<file path="src/rtl/ysyx_22041211_mem_arbiter_pkg.sv">
// Shared definitions for the data-memory arbiter.
//   arb_state_t : transaction FSM encoding (IDLE -> REQ -> RSP -> DONE)
//   owner_t     : which requester owns the outstanding transaction
//   MEM_MASK_*  : byte-mask constants; IFU fetches always read a full word
package ysyx_22041211_mem_arbiter_pkg;

    typedef enum logic [1:0] {
        ST_IDLE = 2'd0,
        ST_REQ  = 2'd1,
        ST_RSP  = 2'd2,
        ST_DONE = 2'd3
    } arb_state_t;

    typedef enum logic {
        OWN_IFU = 1'b0,
        OWN_LSU = 1'b1
    } owner_t;

    localparam logic [7:0] MEM_MASK_NONE = 8'h00;
    localparam logic [7:0] MEM_MASK_WORD = 8'h0F;
    localparam logic [7:0] IFU_RMASK     = MEM_MASK_WORD;

endpackage

</file>
<file path="src/rtl/ysyx_22041211_arb_pick.sv">
// Two-way request picker for the data-memory arbiter.
// Configuration macro: MEM_ARB_RR_EN
//   undefined : LSU wins every tie (fixed priority)
//   defined   : on a tie the requester that did not own the previous
//               transaction wins (last_owner supplied by the top)
// Ports:
//   ifu_valid, lsu_valid : pending requests
//   last_owner           : previous winner (round-robin build only)
//   grant                : at least one request present
//   pick                 : winning requester (meaningful when grant=1)
module ysyx_22041211_arb_pick
    import ysyx_22041211_mem_arbiter_pkg::*;
(
    input  logic   ifu_valid,
    input  logic   lsu_valid,
`ifdef MEM_ARB_RR_EN
    input  owner_t last_owner,
`endif
    output logic   grant,
    output owner_t pick
);

    always_comb begin
        grant = ifu_valid | lsu_valid;
        pick  = OWN_LSU;
        if (ifu_valid && !lsu_valid) begin
            pick = OWN_IFU;
        end else if (ifu_valid && lsu_valid) begin
`ifdef MEM_ARB_RR_EN
            pick = (last_owner == OWN_LSU) ? OWN_IFU : OWN_LSU;
`else
            pick = OWN_LSU;
`endif
        end
    end

endmodule

</file>
<file path="src/rtl/ysyx_22041211_mem_arbiter.sv">
// Shares the single data-memory port between IFU (fetch) and LSU (load/store).
// One transaction is outstanding at a time.
// Configuration macro: MEM_ARB_RR_EN (round-robin tie break; default is fixed
// LSU priority).
//
// Handshake rule on every channel: a transfer happens on a rising clk edge
// where valid and ready are both 1; a valid source holds its payload stable
// until that edge.
//
// Ports:
//   clk, rst                     clock, synchronous active-high reset
//   ifu_req_* / ifu_addr         IFU fetch request (ready pulses on grant)
//   ifu_rsp_* / ifu_rdata        IFU fetch response
//   lsu_req_* / lsu_wen/addr/wdata/wmask/rmask   LSU request
//   lsu_rsp_* / lsu_rdata        LSU response (rdata=0 for store ack)
//   mem_req_* / mem_wen/addr/wdata/wmask/rmask   latched request to SRAM
//   mem_rsp_* / mem_rdata        SRAM response
//   err_o                        sticky watchdog error (cleared by rst only)
//   dbg_state                    current FSM state
module ysyx_22041211_mem_arbiter
    import ysyx_22041211_mem_arbiter_pkg::*;
#(
    parameter int ADDR_LEN = 32,
    parameter int DATA_LEN = 32,
    parameter int TIMEOUT  = 255
) (
    input  logic                clk,
    input  logic                rst,
    input  logic                ifu_req_valid,
    output logic                ifu_req_ready,
    input  logic [ADDR_LEN-1:0] ifu_addr,
    output logic                ifu_rsp_valid,
    input  logic                ifu_rsp_ready,
    output logic [DATA_LEN-1:0] ifu_rdata,
    input  logic                lsu_req_valid,
    output logic                lsu_req_ready,
    input  logic                lsu_wen,
    input  logic [ADDR_LEN-1:0] lsu_addr,
    input  logic [DATA_LEN-1:0] lsu_wdata,
    input  logic [7:0]          lsu_wmask,
    input  logic [7:0]          lsu_rmask,
    output logic                lsu_rsp_valid,
    input  logic                lsu_rsp_ready,
    output logic [DATA_LEN-1:0] lsu_rdata,
    output logic                mem_req_valid,
    input  logic                mem_req_ready,
    output logic                mem_wen,
    output logic [ADDR_LEN-1:0] mem_addr,
    output logic [DATA_LEN-1:0] mem_wdata,
    output logic [7:0]          mem_wmask,
    output logic [7:0]          mem_rmask,
    input  logic                mem_rsp_valid,
    output logic                mem_rsp_ready,
    input  logic [DATA_LEN-1:0] mem_rdata,
    output logic                err_o,
    output arb_state_t          dbg_state
);

    localparam logic [7:0] TIMEOUT_CNT = 8'(TIMEOUT);
    localparam bit         WD_EN       = (TIMEOUT != 0);

    arb_state_t          state_q, state_d;
    owner_t              owner_q;
    logic [DATA_LEN-1:0] rdata_q;
    logic                err_q;
    logic [7:0]          wd_cnt;
    logic [7:0]          wd_inc;
    logic                wd_hit;
    logic                grant;
    owner_t              pick;
    logic                owner_rsp_ready;

`ifdef MEM_ARB_RR_EN
    owner_t last_owner;
`endif

    ysyx_22041211_arb_pick u_pick (
        .ifu_valid  (ifu_req_valid),
        .lsu_valid  (lsu_req_valid),
`ifdef MEM_ARB_RR_EN
        .last_owner (last_owner),
`endif
        .grant      (grant),
        .pick       (pick)
    );

    // The counter holds the number of RSP cycles already spent; the cycle
    // whose increment reaches TIMEOUT is the last RSP cycle. A real response
    // in that same cycle still wins.
    assign wd_inc = (wd_cnt == 8'hFF) ? 8'hFF : wd_cnt + 8'd1;
    assign wd_hit = WD_EN && (state_q == ST_RSP) && !mem_rsp_valid
                    && (wd_inc >= TIMEOUT_CNT);

    assign owner_rsp_ready = (owner_q == OWN_LSU) ? lsu_rsp_ready : ifu_rsp_ready;

    always_comb begin
        state_d = state_q;
        case (state_q)
            ST_IDLE: if (grant && !rst)                state_d = ST_REQ;
            ST_REQ:  if (mem_req_ready)                state_d = ST_RSP;
            ST_RSP:  if (mem_rsp_valid || wd_hit)      state_d = ST_DONE;
            ST_DONE: if (owner_rsp_ready)              state_d = ST_IDLE;
            default:                                   state_d = ST_IDLE;
        endcase
    end

    always_ff @(posedge clk) begin
        if (rst) begin
            state_q   <= ST_IDLE;
            owner_q   <= OWN_IFU;
            mem_wen   <= 1'b0;
            mem_addr  <= '0;
            mem_wdata <= '0;
            mem_wmask <= MEM_MASK_NONE;
            mem_rmask <= MEM_MASK_NONE;
            rdata_q   <= '0;
            err_q     <= 1'b0;
            wd_cnt    <= 8'd0;
`ifdef MEM_ARB_RR_EN
            last_owner <= OWN_IFU;
`endif
        end else begin
            state_q <= state_d;

            if (state_q == ST_IDLE && grant) begin
                owner_q <= pick;
`ifdef MEM_ARB_RR_EN
                last_owner <= pick;
`endif
                if (pick == OWN_LSU) begin
                    mem_wen   <= lsu_wen;
                    mem_addr  <= lsu_addr;
                    mem_wdata <= lsu_wdata;
                    mem_wmask <= lsu_wmask;
                    mem_rmask <= lsu_rmask;
                end else begin
                    mem_wen   <= 1'b0;
                    mem_addr  <= ifu_addr;
                    mem_wdata <= '0;
                    mem_wmask <= MEM_MASK_NONE;
                    mem_rmask <= IFU_RMASK;
                end
            end

            if (state_q == ST_REQ && mem_req_ready) begin
                wd_cnt <= 8'd0;
            end else if (state_q == ST_RSP) begin
                wd_cnt <= wd_inc;
            end

            if (state_q == ST_RSP) begin
                if (mem_rsp_valid) begin
                    rdata_q <= mem_wen ? '0 : mem_rdata;
                end else if (wd_hit) begin
                    rdata_q <= '0;
                    err_q   <= 1'b1;
                end
            end
        end
    end

    // Grant is combinational so the winner sees ready in the same IDLE cycle
    // its valid is seen; rst masks it so no handshake appears during reset.
    assign ifu_req_ready = !rst && (state_q == ST_IDLE) && grant && (pick == OWN_IFU);
    assign lsu_req_ready = !rst && (state_q == ST_IDLE) && grant && (pick == OWN_LSU);

    assign mem_req_valid = (state_q == ST_REQ);
    assign mem_rsp_ready = (state_q == ST_RSP);

    assign ifu_rsp_valid = (state_q == ST_DONE) && (owner_q == OWN_IFU);
    assign lsu_rsp_valid = (state_q == ST_DONE) && (owner_q == OWN_LSU);
    assign ifu_rdata     = (owner_q == OWN_IFU) ? rdata_q : '0;
    assign lsu_rdata     = (owner_q == OWN_LSU) ? rdata_q : '0;

    assign err_o     = err_q;
    assign dbg_state = state_q;

endmodule
</file>
<file path="config.mk">
export PLATFORM = sky130hd
export DESIGN_NAME = ysyx_22041211_mem_arbiter
export DESIGN_NICKNAME = d
export VERILOG_FILES = /design/src/rtl/ysyx_22041211_mem_arbiter_pkg.sv /design/src/rtl/ysyx_22041211_arb_pick.sv /design/src/rtl/ysyx_22041211_mem_arbiter.sv
export SDC_FILE = /design/constraint.sdc
export NUM_CORES = 1
export LEC_CHECK = 0
export BUFFER_PORTS_ARGS = -buffer_cell sky130_fd_sc_hd__buf_2
export CAP_MARGIN = 20
export CORE_MARGIN = 2
export CORE_UTILIZATION = 40
export CTS_CLUSTER_SIZE = 16
export DETAILED_ROUTE_END_ITERATION = 12
export PLACE_DENSITY = 0.79
export SLEW_MARGIN = 25
export SYNTH_ARGS = -nofsm -noshare
export SYNTH_HDL_FRONTEND = slang
export SYNTH_HIERARCHICAL = 1
export SYNTH_SLANG_ARGS = --single-unit
</file>
<file path="constraint.sdc">
create_clock -name clk -period 3.35 [get_ports clk]
set_clock_uncertainty 0.05 [all_clocks]
set_input_delay 0.1675 -clock clk [delete_from_list [all_inputs] [get_ports clk]]
set_output_delay 0.1675 -clock clk [all_outputs]
set_load 0.02 [all_outputs]
</file>
==> results of run 1 <==
## how the worst min path moves through the flow
stage	start	endpoint	slack, ns
floorplan	mem_rdata[0]	rdata_q[0]$_SDFFE_PP0P_	0.24
detailed placement	mem_rdata[31]	rdata_q[31]$_SDFFE_PP0P_	0.32
finish	ifu_addr[16]	mem_addr[16]$_SDFFE_PP0P_	0.04
CTS	ifu_addr[16]	mem_addr[16]$_SDFFE_PP0P_	0.03
global route	ifu_addr[8]	mem_addr[8]$_SDFFE_PP0P_	0.05
global placement	mem_rdata[31]	rdata_q[31]$_SDFFE_PP0P_	0.32
## placed cells by master, fill, tap and decap left out, types with 4 or more instances in the layout
master,count
a21oi_1,39
nand2_1,6
mux2i_1,34
a311oi_1,5
clkbuf_16,17
buf_2,305
a211oi_1,34
dfxtp_1,124
and2_1,33
buf_4,11
dlygate4sd3_1,81
a22o_1,45
nand2b_1,4
inv_1,42
o41ai_1,32
nor3_1,36
bufinv_16,4
nand3_1,8
nor2_1,74
ha_1,6
## routing by layer
| metal | vias up | routed length [um] |
|---|---|---|
| met3 | 33 | 1490 |
| met2 | 271 | 9110 |
| li1 | 2900 | - |
| met1 | 2723 | 7220 |
| met4 | 0 | 395 |
| met5 | - | 0 |
## kinds of logic after synthesis
family                   after synthesis
AO/OA/AOI/OAI                        168
flip-flops                           125
multiplexers                          34
buffers and inverters                100
adder cells (fa/ha/maj)                6
XOR/XNOR                               2
AND/OR/NAND/NOR                      176
## through the flow
step / utilization, % / power (W)
6_report: 64.1 / 0.00634
5_1_grt: 64.0 / 0.00667
4_1_cts: 64.0 / 0.00634
3_5_place_dp: 53.2 / 0.00428
3_3_place_gp: 53.2 / 0.00425
2_1_floorplan: - / 0.00357
## worst reg2reg max path, cell delays in order (launching register included)
cell     delay (ns)
dfxtp_1        0.45
ha_1           0.32
xnor2_1        0.13
o32ai_4        0.29
nand3_2        0.14
nor2_4         0.65
o41ai_1        0.15
## power by group through the flow
stage          Clock [W]  Combinational (W)  Sequential, W
2_1_floorplan          0            0.00113        0.00244
3_3_place_gp           0            0.00215        0.00210
3_5_place_dp           0            0.00217        0.00211
4_1_cts          0.00200            0.00226        0.00209
5_1_grt          0.00207            0.00245        0.00214
6_report         0.00197            0.00227        0.00210
## timing repair
item | CTS | global route
hold buffers | 81 | 0
hold endpoints to repair | 81 | 0
gates resized for setup | 0 | 0
setup buffers | 0 | 0
## flip-flops by register name, indices dropped and copies added (netlist names)
register	flops
mem_wmask	8
mem_wdata	32
owner_q	1
dbg_state	2
mem_wen	1
mem_rmask	8
err_o	1
wd_cnt	8
rdata_q	32
mem_addr	32
## final cells by class
| cell class | count | share of cell area, % |
|---|---|---|
| antenna | 1 | 0.0293 |
| clock buffer | 19 | 5.30 |
| clock inverter | 13 | 2.18 |
| inverter | 42 | 1.84 |
| multi-input combinational | 386 | 30.5 |
| sequential | 125 | 29.3 |
| tap | 176 | 2.58 |
| timing repair buffer | 397 | 28.3 |
==> impl_metrics.py, run 1 <==
metrics = {
    "worst_setup_path": {
        "arrival_time_at_the_worst_endpoint_ns": 2.54,
        "worstSetupPathDepth": 6,
        "crit_path_end": "rdata_q[22]$_SDFFE_PP0P_",
        "slowest_cp_cell": "nor2_4",
        "critPathMaxFanout": 32,
        "worst_path_largest_cell_delay_ns": 0.65,
        "kind_of_start_point_of_the_critical_path": "flop",
        "cp_data_required_time_ns": 3.57,
        "critical_path.cell_chain": "ha_1 > xnor2_1 > o32ai_4 > nand3_2 > nor2_4 > o41ai_1",
        "timing_worst_setup_path_type": "reg -> reg",
        "critical_path.reg2reg.endpoint": "rdata_q[22]$_SDFFE_PP0P_",
        "reg2reg_setup_slack_ns": 1.02,
        "setup.worst_path.start": "wd_cnt[0]$_SDFFE_PP0P_",
        "timing.reg2reg.worst_path_depth": 6,
        "crit_path_end_kind": "flop",
        "timing.critical_path.buf_inv": 0,
        "timing.critical_path.max_delay_family": "simple AND/OR/NAND/NOR gates",
        "reg2reg_launch_point": "wd_cnt[0]$_SDFFE_PP0P_",
    },
    "synth": {
        "xor_xnor_fraction_of_synth_area_pct": 0.318,
        "synth_adder_area_share_pct": 1.36,
        "yosys-top-cells-area": "dfxtp_1, a22o_1, mux2i_1, o41ai_1, nor2_1",
        "ys_ff_latch": 125,
        "synth_enable_flop_cells": 0,
        "area_fraction_in_compound_gates_after_synthesis_pct": 23.3,
        "synth-async-reset-ratio_pct": 0,
        "synth.yosys.warnings": 6,
        "share_of_the_synthesized_area_in_the_top_cell_type_pct": 45.5,
        "number_of_nets_produced_by_synthesis": 770,
        "synth-seq-area-share_pct": 45.5,
        "synth_most_common_cell": "dfxtp_1",
        "synthSimpleGateAreaFrac_pct": 15.7,
        "synth.largest_area_cell": "dfxtp_1",
        "synth_top_cells_by_count": "dfxtp_1, nor2_1, a22o_1, inv_1, a21oi_1",
        "combined_area_of_all_synthesized_cells_um2": 5500,
        "synthDistinctLibCells": 39,
        "synth.area.mux_share_pct": 6.18,
        "postSynthAreaPerCell_um2": 9.01,
        "cell_count_after_synthesis": 611,
        "synth_flop_cell": "dfxtp_1",
        "synth_top_family_by_area": "compound AO/OA/AOI/OAI gates",
    },
    "clock_tree": {
        "tritoncts": "yes",
        "numCtsBuffers": 17,
        "clock_latency_ns": 0.41,
        "htree_levels": 4,
        "cts.path.max_buffers": 2,
        "cts.reportedPaths.clkPinSlew_ns": 0.06,
        "cts-root-buf": "clkbuf_16",
        "numClockSinks": 125,
    },
    "global_routing": {
        "antenna_found_initial": 0,
        "grt.met1_usage_pct": 27.0,
        "grt-busiest-layer": "met2",
        "overflow_after_grt": 0,
        "grt_start_max_net_pins": 73,
        "grt_pass1_vias": 5476,
        "grt_first_pass_wirelength_mm": 27.3,
        "grtUsageMet2_pct": 40.5,
        "groute.usage.overall_pct": 23.5,
        "grt.met3_usage_pct": 7.71,
    },
    "sta": {
        "timing.final.hold_violations": 0,
        "maxSlewViolCount": 0,
        "final_report_setup_violation_count": 0,
        "relSlewSlack_pct": 46.5,
        "timing_worst_slew_pin_value_ns": 0.801,
        "top_achievable_clock_speed_mhz": 430,
        "final.setup.worst_slack_ns": 1.02,
        "timing.hold.ws_ns": 0.0411,
        "setup_tns_ns": 0,
        "rsz_0062_raised_after_global_routing": "false",
        "timing.final.crit_share_pct": 69.4,
        "finalCriticalPeriod_ns": 2.33,
    },
    "layout": {
        "area.growth.synth_to_final_pct": 55.4,
        "layout.cells.non_filler": 1159,
        "area.sequential_um2": 2500,
        "layout.nets": 1128,
        "fill_cells": 1043,
        "multi_input_area_um2": 2610,
        "post_route_cells_drive_above_1_share_pct": 36.8,
        "finish.instance_area_um2": 8550,
    },
    "job": {
        "maxCapViolations": 0,
    },
    "drt": {
        "drt_iter0_drc": 329,
        "routedWlPerCell_um": 15.7,
        "detail-route-antenna-nets": 0,
        "wl_mm": 18.2,
        "detailedRoute.firstPassIterationCount": 5,
        "vias": 5927,
        "drt-vias-per-instance": 5.11,
        "drc_errors": 0,
    },
    "floorplanning": {
        "boundaryPins": 307,
        "initial_core_util_pct": 41.2,
        "core_um2": 13300,
        "fp.dieH_um": 121,
        "die-area_um2": 14700,
        "rows": 42,
        "die_x_um": 121,
    },
    "pwr": {
        "seq_power_share_pct": 33.1,
        "comb_power_share_pct": 35.8,
        "swShare_pct": 37.3,
        "power_density_nw_per_um2": 741,
        "internal-power_w": 0.00397,
        "p_switching_w": 0.00236,
        "p_leak_nw": 4.20,
        "max-vdd-ir-drop_v": 0.000478,
        "clock_power_share_pct": 31.1,
    },
    "place": {
        "gp_routability_congestion": 0.846,
        "numPlacedInstances": 1045,
        "post_place_worst_slack_ns": 1.10,
        "numPortBuffers": 306,
        "dpl_wire_length_mm": 11.5,
        "dpl-instance-area_um2": 7100,
    },
    "hold_path": {
        "worst_hold_path_type": "in -> reg",
        "holdPathStages": 3,
    },
    "run_status": {
        "result_of_the_run": "complete, no violations",
    },
}
No activity file was read; power rests on OpenSTA's default activity.
==> run 2, diff against run 1 <==
Settings changed: PLACE_DENSITY 0.79 to 0.82.
Clock period 3.35 ns to 2.1 ns, I/O delays scaled along.
==> impl_metrics.py, run 2 (synthesis gave the netlist of run 1 again) <==
metrics = {
    "sta": {
        "timing.final.crit_share_pct": 95.1,
        "finalCriticalPeriod_ns": 2.00,
        "top_achievable_clock_speed_mhz": 501,
        "rsz_0062_raised_after_global_routing": "false",
        "maxSlewViolCount": 0,
        "relSlewSlack_pct": 62.8,
        "timing.final.hold_violations": 1,
        "final_report_setup_violation_count": 0,
        "timing.hold.ws_ns": -0.0130,
        "timing_worst_slew_pin_value_ns": 0.558,
        "setup_tns_ns": 0,
    },
    "drt": {
        "drc_errors": 0,
        "drt-vias-per-instance": 5.25,
        "wl_mm": 20.4,
        "detailedRoute.firstPassIterationCount": 5,
        "vias": 6333,
        "routedWlPerCell_um": 16.9,
        "drt_iter0_drc": 395,
        "detail-route-antenna-nets": 0,
    },
    "place": {
        "numPortBuffers": 306,
        "numPlacedInstances": 1047,
        "gp_routability_congestion": 0.840,
        "dpl_wire_length_mm": 11.8,
    },
    "floorplanning": {
        "rows": 42,
        "core_um2": 13300,
        "initial_core_util_pct": 41.2,
        "die_x_um": 121,
        "boundaryPins": 307,
        "fp.dieH_um": 121,
        "die-area_um2": 14700,
    },
    "worst_setup_path": {
        "cp_data_required_time_ns": 2.39,
        "critPathMaxFanout": 6,
        "critical_path.cell_chain": "ha_2 > and4_4 > a21oi_1 > o21a_2 > o31ai_2 > mux2i_1",
        "worst_path_largest_cell_delay_ns": 0.47,
        "slowest_cp_cell": "dfxtp_1",
        "arrival_time_at_the_worst_endpoint_ns": 2.29,
        "kind_of_start_point_of_the_critical_path": "flop",
        "timing_worst_setup_path_type": "reg -> reg",
        "crit_path_end_kind": "flop",
    },
    "hold_path": {
        "worst_hold_path_type": "in -> reg",
    },
    "clock_tree": {
        "cts.path.max_buffers": 2,
        "numClockSinks": 125,
        "cts.reportedPaths.clkPinSlew_ns": 0.06,
        "tritoncts": "yes",
        "htree_levels": 4,
        "clock_latency_ns": 0.42,
        "cts-root-buf": "clkbuf_16",
        "numCtsBuffers": 17,
    },
    "layout": {
        "layout.nets": 1173,
        "area.growth.synth_to_final_pct": 65.4,
        "fill_cells": 970,
        "leading_cell_type_in_the_layout_fill_and_taps_excluded": "buf_2",
        "largest_registers": "mem_addr (32), mem_wdata (32), rdata_q (32)",
        "mostFrequentLayoutCells": "buf_2, dfxtp_1, dlygate4sd3_1, nor2_1, a22o_1",
        "layout.cells.non_filler": 1206,
        "post_route_cells_drive_above_1_share_pct": 36.1,
    },
    "global_routing": {
        "grt_pass1_vias": 6085,
        "grt_first_pass_wirelength_mm": 30.1,
        "antenna_found_initial": 1,
        "overflow_after_grt": 0,
        "groute.usage.overall_pct": 26.2,
        "grt_start_max_net_pins": 73,
    },
    "pwr": {
        "max-vdd-ir-drop_v": 0.000686,
        "power_density_nw_per_um2": 1150,
        "p_leak_nw": 4.43,
    },
    "job": {
        "maxCapViolations": 0,
    },
    "run_status": {
        "violations": "negative hold slack",
        "result_of_the_run": "complete, but fails checks",
    },
}
==> run 2: cell types whose count changed in the layout (fill, tap and decap cells not counted), moves of 2 or more <==
cell	change
dlygate4sd3_1	+38
buf_12	+5
clkinv_2	-2
diode_2	+2
ha_1	-2
ha_2	+2
==> run 2: worst max-delay path, delay by kind of cell, from the launching register on <==
kind            cells  cell delay (ns)
simple gates        1             0.26
mux                 1             0.23
flops               1             0.47
compound gates      3             0.62
fa+ha+maj           1             0.30
==> run 2: per-stage QoR <==
| step | total power (W) | setup WS (ns) | utilization [%] | hold WS [ns] | area [um2] |
|---|---|---|---|---|---|
| finish | 0.0104 | 0.103 | 68.2 | -0.0130 | 9100 |
| CTS | 0.0104 | 0.0105 | 67.9 | 0.00134 | 9060 |
| floorplan | 0.00570 | 0.0907 | - | 0.173 | 5500 |
| global placement | 0.00684 | 0.178 | 53.8 | 0.257 | 7180 |
| detailed placement | 0.00692 | 0.0832 | 53.8 | 0.266 | 7180 |
| global route | 0.0109 | 0.00671 | 68.1 | 0.0169 | 9100 |
==> run 2: routing by layer <==
layer	vias up	routed length (um)	global-route usage (%)
met5	-	0	0
met4	0	839	15.2
met3	74	1650	7.89
met2	334	10200	45.8
met1	2920	7620	27.8
li1	3005	-	-
==> run 2: final timing paths <==
| kind | startpoint | endpoint | slack (ns) | cells past startpoint |
|---|---|---|---|---|
| hold / removal | lsu_addr[28] | mem_addr[28]$_SDFFE_PP0P_ | -0.01 | 3 |
| hold reg to reg | mem_wdata[29]$_SDFFE_PP0P_ | mem_wdata[29]$_SDFFE_PP0P_ | 0.42 | 1 |
| setup reg to reg | wd_cnt[0]$_SDFFE_PP0P_ | dbg_state[1]$_SDFFE_PP0P_ | 0.10 | 6 |
| setup / recovery | wd_cnt[0]$_SDFFE_PP0P_ | dbg_state[1]$_SDFFE_PP0P_ | 0.10 | 6 |
==> run 2: report_power, final <==
part           switching, W  internal, W
logic               0.00244      0.00146
clock network       0.00112      0.00209
registers          0.000353      0.00299
total               0.00391      0.00654
==> run 2: what timing repair did <==
action / in CTS / in global routing
buffers inserted: 1 / 3
pin swaps: 1 / 1
hold buffers: 119 / 0
gates cloned: 1 / 0
resized for setup: 1 / 3
endpoints found under the setup margin: 1 / 30
hold endpoints to repair: 104 / 0
==> run 2: cell type report <==
type	instances	area, um2	area share [%]
Clock inverter	12	184	2.02
Timing Repair Buffer	442	2940	32.3
Multi-Input combinational cell	386	2620	28.8
Inverter	42	158	1.73
Antenna cell	3	7.51	0.0825
Tap cell	176	220	2.42
Clock buffer	20	467	5.13
Sequential cell	125	2500	27.5
